[src/rtl/dispatch_pkg.sv]
// Shared instruction field map and hazard-key helpers for the dispatch FIFO.
// Key layout: src key = {flag bit 23, bits [10:0]}, dst key = {flag bit 22, bits [21:11]}.
package dispatch_pkg;

    localparam int unsigned INSTR_W      = 32;
    localparam int unsigned KEY_W        = 12;

    // Instruction field positions
    localparam int unsigned PIN_BIT      = 27;
    localparam int unsigned CORE_SEL_BIT = 26;
    localparam int unsigned SRC_FLAG_BIT = 23;
    localparam int unsigned DST_FLAG_BIT = 22;
    localparam int unsigned DST_MSB      = 21;
    localparam int unsigned DST_LSB      = 11;
    localparam int unsigned SRC_MSB      = 10;
    localparam int unsigned SRC_LSB      = 0;

    typedef logic [INSTR_W-1:0] instr_t;
    typedef logic [KEY_W-1:0]   key_t;

    // Source-register hazard key of an instruction word
    function automatic key_t src_key(input instr_t d);
        return {d[SRC_FLAG_BIT], d[SRC_MSB:SRC_LSB]};
    endfunction

    // Destination-register hazard key of an instruction word
    function automatic key_t dst_key(input instr_t d);
        return {d[DST_FLAG_BIT], d[DST_MSB:DST_LSB]};
    endfunction

    // Instruction is pinned to its core
    function automatic logic is_pinned(input instr_t d);
        return d[PIN_BIT];
    endfunction

    // Core selected by the instruction
    function automatic logic core_sel(input instr_t d);
        return d[CORE_SEL_BIT];
    endfunction

endpackage

[src/rtl/dispatch_fifo_if.sv]
// Arbiter/core-facing bus of the dispatch FIFO: push, pop, status and hazard query.
// master = arbiter/core side, slave = FIFO side.
interface dispatch_fifo_if #(
    parameter int DEPTH = 32,
    parameter int WIDTH = 32
);
    import dispatch_pkg::*;

    localparam int CNT_W = $clog2(DEPTH + 1);

    logic             flush;
    logic             push_valid;
    logic [WIDTH-1:0] push_data;
    logic             push_ready;
    logic             pop_valid;
    logic [WIDTH-1:0] pop_data;
    logic             pop_ready;
    logic [CNT_W-1:0] count;
    logic             full;
    logic             empty;
    logic             qry_en;
    key_t             qry_src;
    key_t             qry_dst;
    logic             hit_sd;
    logic             hit_ds;
    logic             hit_dd;

    modport master (
        output flush, push_valid, push_data, pop_ready, qry_en, qry_src, qry_dst,
        input  push_ready, pop_valid, pop_data, count, full, empty, hit_sd, hit_ds, hit_dd
    );

    modport slave (
        input  flush, push_valid, push_data, pop_ready, qry_en, qry_src, qry_dst,
        output push_ready, pop_valid, pop_data, count, full, empty, hit_sd, hit_ds, hit_dd
    );

endinterface

[src/rtl/dispatch_fifo_cam.sv]
// Hazard CAM: compares the query keys against every valid FIFO entry.
// Results are combinational and forced low when the query is off or the FIFO is empty.
module dispatch_fifo_cam
    import dispatch_pkg::*;
#(
    parameter int DEPTH = 32,
    parameter int WIDTH = 32
) (
    input  logic [DEPTH-1:0][WIDTH-1:0] i_entries,
    input  logic [DEPTH-1:0]            i_valid,
    input  logic                        i_qry_en,
    input  key_t                        i_qry_src,
    input  key_t                        i_qry_dst,
    input  logic                        i_empty,
    output logic                        o_hit_sd,
    output logic                        o_hit_ds,
    output logic                        o_hit_dd
);

    logic [DEPTH-1:0] w_match_sd;
    logic [DEPTH-1:0] w_match_ds;
    logic [DEPTH-1:0] w_match_dd;

    // Only the key fields take part in matching; fold the rest so it is visibly consumed
    logic w_unused_bits;
    assign w_unused_bits = ^i_entries;

    // Per-entry key comparison, qualified by the entry valid bit
    always_comb begin
        w_match_sd = '0;
        w_match_ds = '0;
        w_match_dd = '0;
        for (int i = 0; i < DEPTH; i++) begin
            w_match_sd[i] = i_valid[i] && (i_qry_src == dst_key(i_entries[i]));
            w_match_ds[i] = i_valid[i] && (i_qry_dst == src_key(i_entries[i]));
            w_match_dd[i] = i_valid[i] && (i_qry_dst == dst_key(i_entries[i]));
        end
    end

    // Reduce per-entry matches into the three hit flags
    always_comb begin
        if (i_qry_en && !i_empty) begin
            o_hit_sd = |w_match_sd;
            o_hit_ds = |w_match_ds;
            o_hit_dd = |w_match_dd;
        end else begin
            o_hit_sd = 1'b0;
            o_hit_ds = 1'b0;
            o_hit_dd = 1'b0;
        end
    end

endmodule

[src/rtl/dispatch_fifo.sv]
// Instruction dispatch FIFO between the arbiter and a core, with a hazard-query CAM.
// Optional feature: define DISPATCH_FIFO_BYPASS_EN to let a push pass straight to the
// pop side while the FIFO is empty (bypassed words never enter storage or the CAM).
module dispatch_fifo
    import dispatch_pkg::*;
#(
    parameter int DEPTH = 32,
    parameter int WIDTH = 32
) (
    input logic            clk,
    input logic            resetn,
    dispatch_fifo_if.slave bus
);

    localparam int PTR_W = $clog2(DEPTH);
    localparam int CNT_W = $clog2(DEPTH + 1);

    localparam logic [DEPTH-1:0] ONE_HOT0  = {{(DEPTH-1){1'b0}}, 1'b1};
    localparam logic [CNT_W-1:0] CNT_ONE   = {{(CNT_W-1){1'b0}}, 1'b1};
    localparam logic [CNT_W-1:0] CNT_DEPTH = CNT_W'(DEPTH);
    localparam logic [PTR_W-1:0] PTR_ONE   = {{(PTR_W-1){1'b0}}, 1'b1};

    logic [DEPTH-1:0][WIDTH-1:0] r_mem;
    logic [DEPTH-1:0]            r_valid;
    logic [PTR_W-1:0]            r_wr_ptr;
    logic [PTR_W-1:0]            r_rd_ptr;
    logic [CNT_W-1:0]            r_count;
    logic                        r_full;
    logic                        r_empty;

    logic                        w_bypass_take;
    logic                        w_push_acc;
    logic                        w_pop_acc;
    logic [CNT_W-1:0]            w_count_nxt;
    logic [DEPTH-1:0]            w_set_mask;
    logic [DEPTH-1:0]            w_clr_mask;
    logic [DEPTH-1:0]            w_valid_nxt;

    // Decode which handshakes complete on the coming edge
    always_comb begin
`ifdef DISPATCH_FIFO_BYPASS_EN
        w_bypass_take = r_empty && bus.push_valid && bus.pop_ready;
`else
        w_bypass_take = 1'b0;
`endif
        w_push_acc = bus.push_valid && !r_full && !w_bypass_take;
        w_pop_acc  = !r_empty && bus.pop_ready;
    end

    // Next occupancy and entry-valid vector from the accepted push/pop
    always_comb begin
        case ({w_push_acc, w_pop_acc})
            2'b10:   w_count_nxt = r_count + CNT_ONE;
            2'b01:   w_count_nxt = r_count - CNT_ONE;
            default: w_count_nxt = r_count;
        endcase
        w_set_mask  = w_push_acc ? (ONE_HOT0 << r_wr_ptr) : '0;
        w_clr_mask  = w_pop_acc  ? (ONE_HOT0 << r_rd_ptr) : '0;
        w_valid_nxt = (r_valid & ~w_clr_mask) | w_set_mask;
    end

    // Pointers, occupancy flags and valid bits; reset outranks flush, flush outranks traffic
    always_ff @(posedge clk) begin
        if (!resetn) begin
            r_wr_ptr <= '0;
            r_rd_ptr <= '0;
            r_count  <= '0;
            r_full   <= 1'b0;
            r_empty  <= 1'b1;
            r_valid  <= '0;
        end else if (bus.flush) begin
            r_wr_ptr <= '0;
            r_rd_ptr <= '0;
            r_count  <= '0;
            r_full   <= 1'b0;
            r_empty  <= 1'b1;
            r_valid  <= '0;
        end else begin
            r_wr_ptr <= w_push_acc ? (r_wr_ptr + PTR_ONE) : r_wr_ptr;
            r_rd_ptr <= w_pop_acc  ? (r_rd_ptr + PTR_ONE) : r_rd_ptr;
            r_count  <= w_count_nxt;
            r_full   <= (w_count_nxt == CNT_DEPTH);
            r_empty  <= (w_count_nxt == '0);
            r_valid  <= w_valid_nxt;
        end
    end

    // Payload storage; validity is tracked separately so this RAM needs no reset
    always_ff @(posedge clk) begin
        if (w_push_acc) begin
            r_mem[r_wr_ptr] <= bus.push_data;
        end
    end

    // Pop side: head entry, or the offered push while empty when bypass is built in
    always_comb begin
`ifdef DISPATCH_FIFO_BYPASS_EN
        if (r_empty) begin
            bus.pop_valid = bus.push_valid;
            bus.pop_data  = bus.push_data;
        end else begin
            bus.pop_valid = 1'b1;
            bus.pop_data  = r_mem[r_rd_ptr];
        end
`else
        bus.pop_valid = !r_empty;
        bus.pop_data  = r_mem[r_rd_ptr];
`endif
    end

    assign bus.push_ready = !r_full;
    assign bus.count      = r_count;
    assign bus.full       = r_full;
    assign bus.empty      = r_empty;

    dispatch_fifo_cam #(
        .DEPTH (DEPTH),
        .WIDTH (WIDTH)
    ) u_cam (
        .i_entries (r_mem),
        .i_valid   (r_valid),
        .i_qry_en  (bus.qry_en),
        .i_qry_src (bus.qry_src),
        .i_qry_dst (bus.qry_dst),
        .i_empty   (r_empty),
        .o_hit_sd  (bus.hit_sd),
        .o_hit_ds  (bus.hit_ds),
        .o_hit_dd  (bus.hit_dd)
    );

endmodule

[src/flat_wrapper.sv]
// flat-port wrapper written by rule: the top's interface ports become plain ports
module dispatch_fifo_flat import dispatch_pkg::*;
#(
    parameter int DEPTH = 32,
    parameter int WIDTH = 32
)
  (clk, resetn, bus_flush, bus_push_valid, bus_push_data, bus_pop_ready, bus_qry_en, bus_qry_src, bus_qry_dst, bus_push_ready, bus_pop_valid, bus_pop_data, bus_count, bus_full, bus_empty, bus_hit_sd, bus_hit_ds, bus_hit_dd);
  dispatch_fifo_if #(.DEPTH(DEPTH), .WIDTH(WIDTH)) bus_i ();
  input logic clk;
  input logic resetn;
  input wire logic [$bits(bus_i.flush)-1:0] bus_flush;
  input wire logic [$bits(bus_i.push_valid)-1:0] bus_push_valid;
  input wire logic [$bits(bus_i.push_data)-1:0] bus_push_data;
  input wire logic [$bits(bus_i.pop_ready)-1:0] bus_pop_ready;
  input wire logic [$bits(bus_i.qry_en)-1:0] bus_qry_en;
  input wire logic [$bits(bus_i.qry_src)-1:0] bus_qry_src;
  input wire logic [$bits(bus_i.qry_dst)-1:0] bus_qry_dst;
  output wire logic [$bits(bus_i.push_ready)-1:0] bus_push_ready;
  output wire logic [$bits(bus_i.pop_valid)-1:0] bus_pop_valid;
  output wire logic [$bits(bus_i.pop_data)-1:0] bus_pop_data;
  output wire logic [$bits(bus_i.count)-1:0] bus_count;
  output wire logic [$bits(bus_i.full)-1:0] bus_full;
  output wire logic [$bits(bus_i.empty)-1:0] bus_empty;
  output wire logic [$bits(bus_i.hit_sd)-1:0] bus_hit_sd;
  output wire logic [$bits(bus_i.hit_ds)-1:0] bus_hit_ds;
  output wire logic [$bits(bus_i.hit_dd)-1:0] bus_hit_dd;
  assign bus_i.flush = bus_flush;
  assign bus_i.push_valid = bus_push_valid;
  assign bus_i.push_data = bus_push_data;
  assign bus_i.pop_ready = bus_pop_ready;
  assign bus_i.qry_en = bus_qry_en;
  assign bus_i.qry_src = bus_qry_src;
  assign bus_i.qry_dst = bus_qry_dst;
  assign bus_push_ready = bus_i.push_ready;
  assign bus_pop_valid = bus_i.pop_valid;
  assign bus_pop_data = bus_i.pop_data;
  assign bus_count = bus_i.count;
  assign bus_full = bus_i.full;
  assign bus_empty = bus_i.empty;
  assign bus_hit_sd = bus_i.hit_sd;
  assign bus_hit_ds = bus_i.hit_ds;
  assign bus_hit_dd = bus_i.hit_dd;
  dispatch_fifo #(.DEPTH(DEPTH), .WIDTH(WIDTH)) u_core (.clk(clk), .resetn(resetn), .bus(bus_i));
endmodule
[config.mk]
export PLATFORM = sky130hd
export DESIGN_NAME = dispatch_fifo_flat
export DESIGN_NICKNAME = d
export VERILOG_FILES = /design/src/rtl/dispatch_pkg.sv /design/src/rtl/dispatch_fifo_if.sv /design/src/rtl/dispatch_fifo_cam.sv /design/src/rtl/dispatch_fifo.sv /design/src/flat_wrapper.sv
export SDC_FILE = /design/constraint.sdc
export NUM_CORES = 2
export LEC_CHECK = 0
export ABC_CLOCK_PERIOD_IN_PS = 10900
export CORE_MARGIN = 1.5
export CORE_UTILIZATION = 40
export CTS_BUF_LIST = sky130_fd_sc_hd__clkbuf_4
export CTS_CLUSTER_DIAMETER = 150
export DETAILED_ROUTE_END_ITERATION = 8
export PLACE_DENSITY_LB_ADDON = 0.2
export SLEW_MARGIN = 10
export SYNTH_ARGS = -nofsm -noshare
export SYNTH_HDL_FRONTEND = slang
export SYNTH_HIERARCHICAL = 1
export SYNTH_SLANG_ARGS = --single-unit
[constraint.sdc]
create_clock -name clk -period 10.9 [get_ports clk]
set_clock_uncertainty 0.05 [all_clocks]
set_input_delay 1.635 -clock clk [delete_from_list [all_inputs] [get_ports clk]]
set_output_delay 1.635 -clock clk [all_outputs]
set_load 0.1 [all_outputs]
==> results.toml <==
[worst_setup_path]
cp_max_fo = 34
cp_common_cell = "nand4_1"
rrSetupSlack_ps = 7460
cp-start-kind = "input port"
path_cells = "buf_4 > buf_4 > xnor2_1 > nand4_1 > nor4_1 > nand4_1 > nand4_1 > nor4_1 > a21oi_1 > clkdlybuf4s50_1"
crit_path_end_kind = "primary output"
crit_type = "input port to primary output"
crit_required_ps = 9220
critPathMaxStageDelay_ps = 1200
r2r_cells = 7
worstReg2RegStart = "u_core/bus.full"
cp_slowest_cell = "clkdlybuf4s50_1"
reg2reg_to = "u_core/r_mem[403]"
arrival_ps = 6110

[synthesis]
synth_top_family_by_area = "XOR/XNOR gates"
synth_mux_area_share_pct = 13.7
synth_edf_count = 1024
syn_area_per_cell_um2 = 15.9
synth-compound-area-share_pct = 0.908
syn_area_um2 = 55400
syn_nets = 3568
synth_cell_types = 44
ys_seq_area_share_pct = 57.3
async_flop_share_pct = 0
synth_top_area_cell = "edfxtp_1"
ys_ff_latch = 1074
yosys.area_share.xor_xnor_pct = 18.4
netlist_instances = 3491
synth_top_area_share_pct = 55.5
synthSimpleGateAreaFrac_pct = 5.65
synth_ff_type = "edfxtp_1"
synth-adder-area-share_pct = 0.339
ys_warn_count = 6
synth.area.top_cells = "edfxtp_1 (56%), mux4_2 (13%), xor2_1 (11%)"

[cells_and_area]
fin_area_um2 = 61000
utilization_pct = 44.4
areaGrowthSynthToFinish_pct = 10.2
final_cell_mix = "edfxtp_1 (1024), xor2_1 (671), xnor2_1 (493)"
finalNetCount = 3834
final_common_cell = "edfxtp_1"
drive_gt1_share_pct = 24.3
fillers = 12300

[routing]
viasPerCell = 6.00
initialDrtViolationCount = 4364
drtAntennaViolNets = 0
drc_errors = 0
dr_total_vias = 34600
wl_um = 194000
avgRoutedWirePerCell_um = 33.7
dr.pass1.iters = 5

[cts]
cts_max_level = 5
cts.clk_slew.worst_paths_ps = 50
cts_inserted_buffers = 314
cts_hold_buf = 0
cts_setup_buffers = 0
cts_resized = 0
ctsRootBufferMaster = "clkbuf_4"
cts_buffer_depth = 4
cts.sinks = 1074
clock_latency_ps = 1270
cts_tree = "done"

[grt]
antenna_found_initial = 9
grt_pass1_vias = 34700
grt_usage_pct = 27.4
grt_max_degree = 141
grt_pass1_wl_um = 269000
overflow = 0

[sta]
period_share_pct = 71.5
fin_crit_ps = 7790
relSlewSlack_pct = 17.6
worst_slew_pin_slew_ps = 1230
finalHoldViolCount = 0
setup_viol = 0
slew_viol_final = 0
fmax_mhz = 128
rsz0062_at_grt = "false"
setup-tns-final_ps = 0

[worst_hold_path]
hp-start = "u_core/r_wr_ptr[0]"
worstHoldPathType = "flip-flop to flip-flop"
hold_end = "u_core/r_wr_ptr[0]"
whs_path_depth = 2

[floorplanning]
die_x_um = 375
coreArea_um2 = 137000
die_h_um = 375
start_util_pct = 40.3
design.die.area_um2 = 141000
rows = 136
io_pins = 107

[power_and_ir_drop]
sw_frac_of_total_pct = 25.7
irDropWorstVdd_mv = 0.0984
pwr-share-comb_pct = 9.1
internal-power_mw = 6.69
p_clk_share_pct = 40.2
p_seq_share_pct = 50.7
p_sw_mw = 2.31
power_density_nw_per_um2 = 148
p_leak_nw = 19.1

[run_status]
status = "completed"

[placed_design]
postPlaceCellArea_um2 = 57300
dp.final_hpwl_um = 125000
portBuffers = 106
gp_congestion = 0.934

[run]
maxCapViolations = 0
-- per-stage QoR --
step	setup slack, ps	hold slack (ps)	cells	power [mW]
after floorplan	5120	430	3491	5.20
after global placement	3170	531	5235	5.46
after detailed placement	3200	545	5235	5.47
after CTS	3200	555	5746	9.10
after global routing	3160	610	5754	9.34
final	3110	557	5761	9.00
-- logic make-up after synthesis --
family	count (synthesis)
compound gates	93
xor+xnor	1164
fa+ha+maj	15
buf+inv	269
flops	1074
mux	353
simple gates	523
-- synthesized netlist by cell type, types with 2 or more instances --
library cell  instances
edfxtp_1           1024
xor2_1              671
xnor2_1             493
mux4_2              320
nand4_1             217
nor4_1              197
buf_6                89
clkbuf_1             66
buf_4                52
dfxtp_1              50
a21oi_1              45
inv_1                38
nand3_1              37
o21ai_0              34
mux2_2               32
nor2_1               26
ha_1                 15
nand2_1              15
buf_8                11
buf_2                 8
nor2b_1               8
nand2b_1              7
buf_1                 4
nor3_1                4
a211oi_1              3
a31oi_1               2
and3_1                2
nor3b_1               2
nor4b_1               2
o21a_1                2
or2_2                 2
-- metal layers --
metal	GRT usage (%)	vias to the layer above	routed length (µm)	part of all wire, %
li1	-	14100	-	-
met1	37.7	18200	80200	41
met2	42.2	1929	89200	46
met3	5.45	376	16900	8.7
met4	11.7	2	7520	3.9
met5	0	-	24	0.012
-- registers in the layout, indices dropped and copies added (netlist names) --
name / count
u_core/bus.count: 6
u_core/bus.empty: 1
u_core/bus.full: 1
u_core/r_mem: 1024
u_core/r_rd_ptr: 5
u_core/r_valid: 32
u_core/r_wr_ptr: 5
-- worst max-delay path by stage --
stage                   start          to  slack [ps]  cells after the start
4_1_cts        bus_qry_dst[7]  bus_hit_dd        3200                     10
5_1_grt        bus_qry_dst[8]  bus_hit_ds        3160                     10
3_5_place_dp   bus_qry_dst[7]  bus_hit_dd        3200                     10
6_report       bus_qry_dst[4]  bus_hit_dd        3110                     10
2_1_floorplan  bus_qry_src[3]  bus_hit_sd        5120                      8
3_3_place_gp   bus_qry_dst[7]  bus_hit_dd        3170                     10
-- critical path, delay by kind of cell --
| family | cells | cell delay (ps) |
|---|---|---|
| compound gates | 1 | 250 |
| xor+xnor | 1 | 200 |
| buf+inv | 3 | 2510 |
| simple gates | 5 | 1430 |
-- area by class of cell --
cell class,instances,area (µm²),share of cell area [%]
Clock buffer,442,3320,5.44
Multi-Input combinational cell,2148,21600,35.5
Antenna cell,15,37.5,0.0615
Clock inverter,69,329,0.539
Tap cell,1794,2240,3.68
Timing Repair Buffer,181,1530,2.50
Sequential cell,1074,31800,52.1
Inverter,38,143,0.234
-- power by group through the flow --
stage | logic (mW) | registers, mW | clock network, mW
after floorplan | 0.550 | 4.65 | 0
after global placement | 0.812 | 4.65 | 0
after detailed placement | 0.813 | 4.65 | 0
after CTS | 0.815 | 4.56 | 3.72
after global routing | 0.849 | 4.56 | 3.93
final | 0.819 | 4.56 | 3.62
Note: power is estimated with default switching activity, not from simulation.
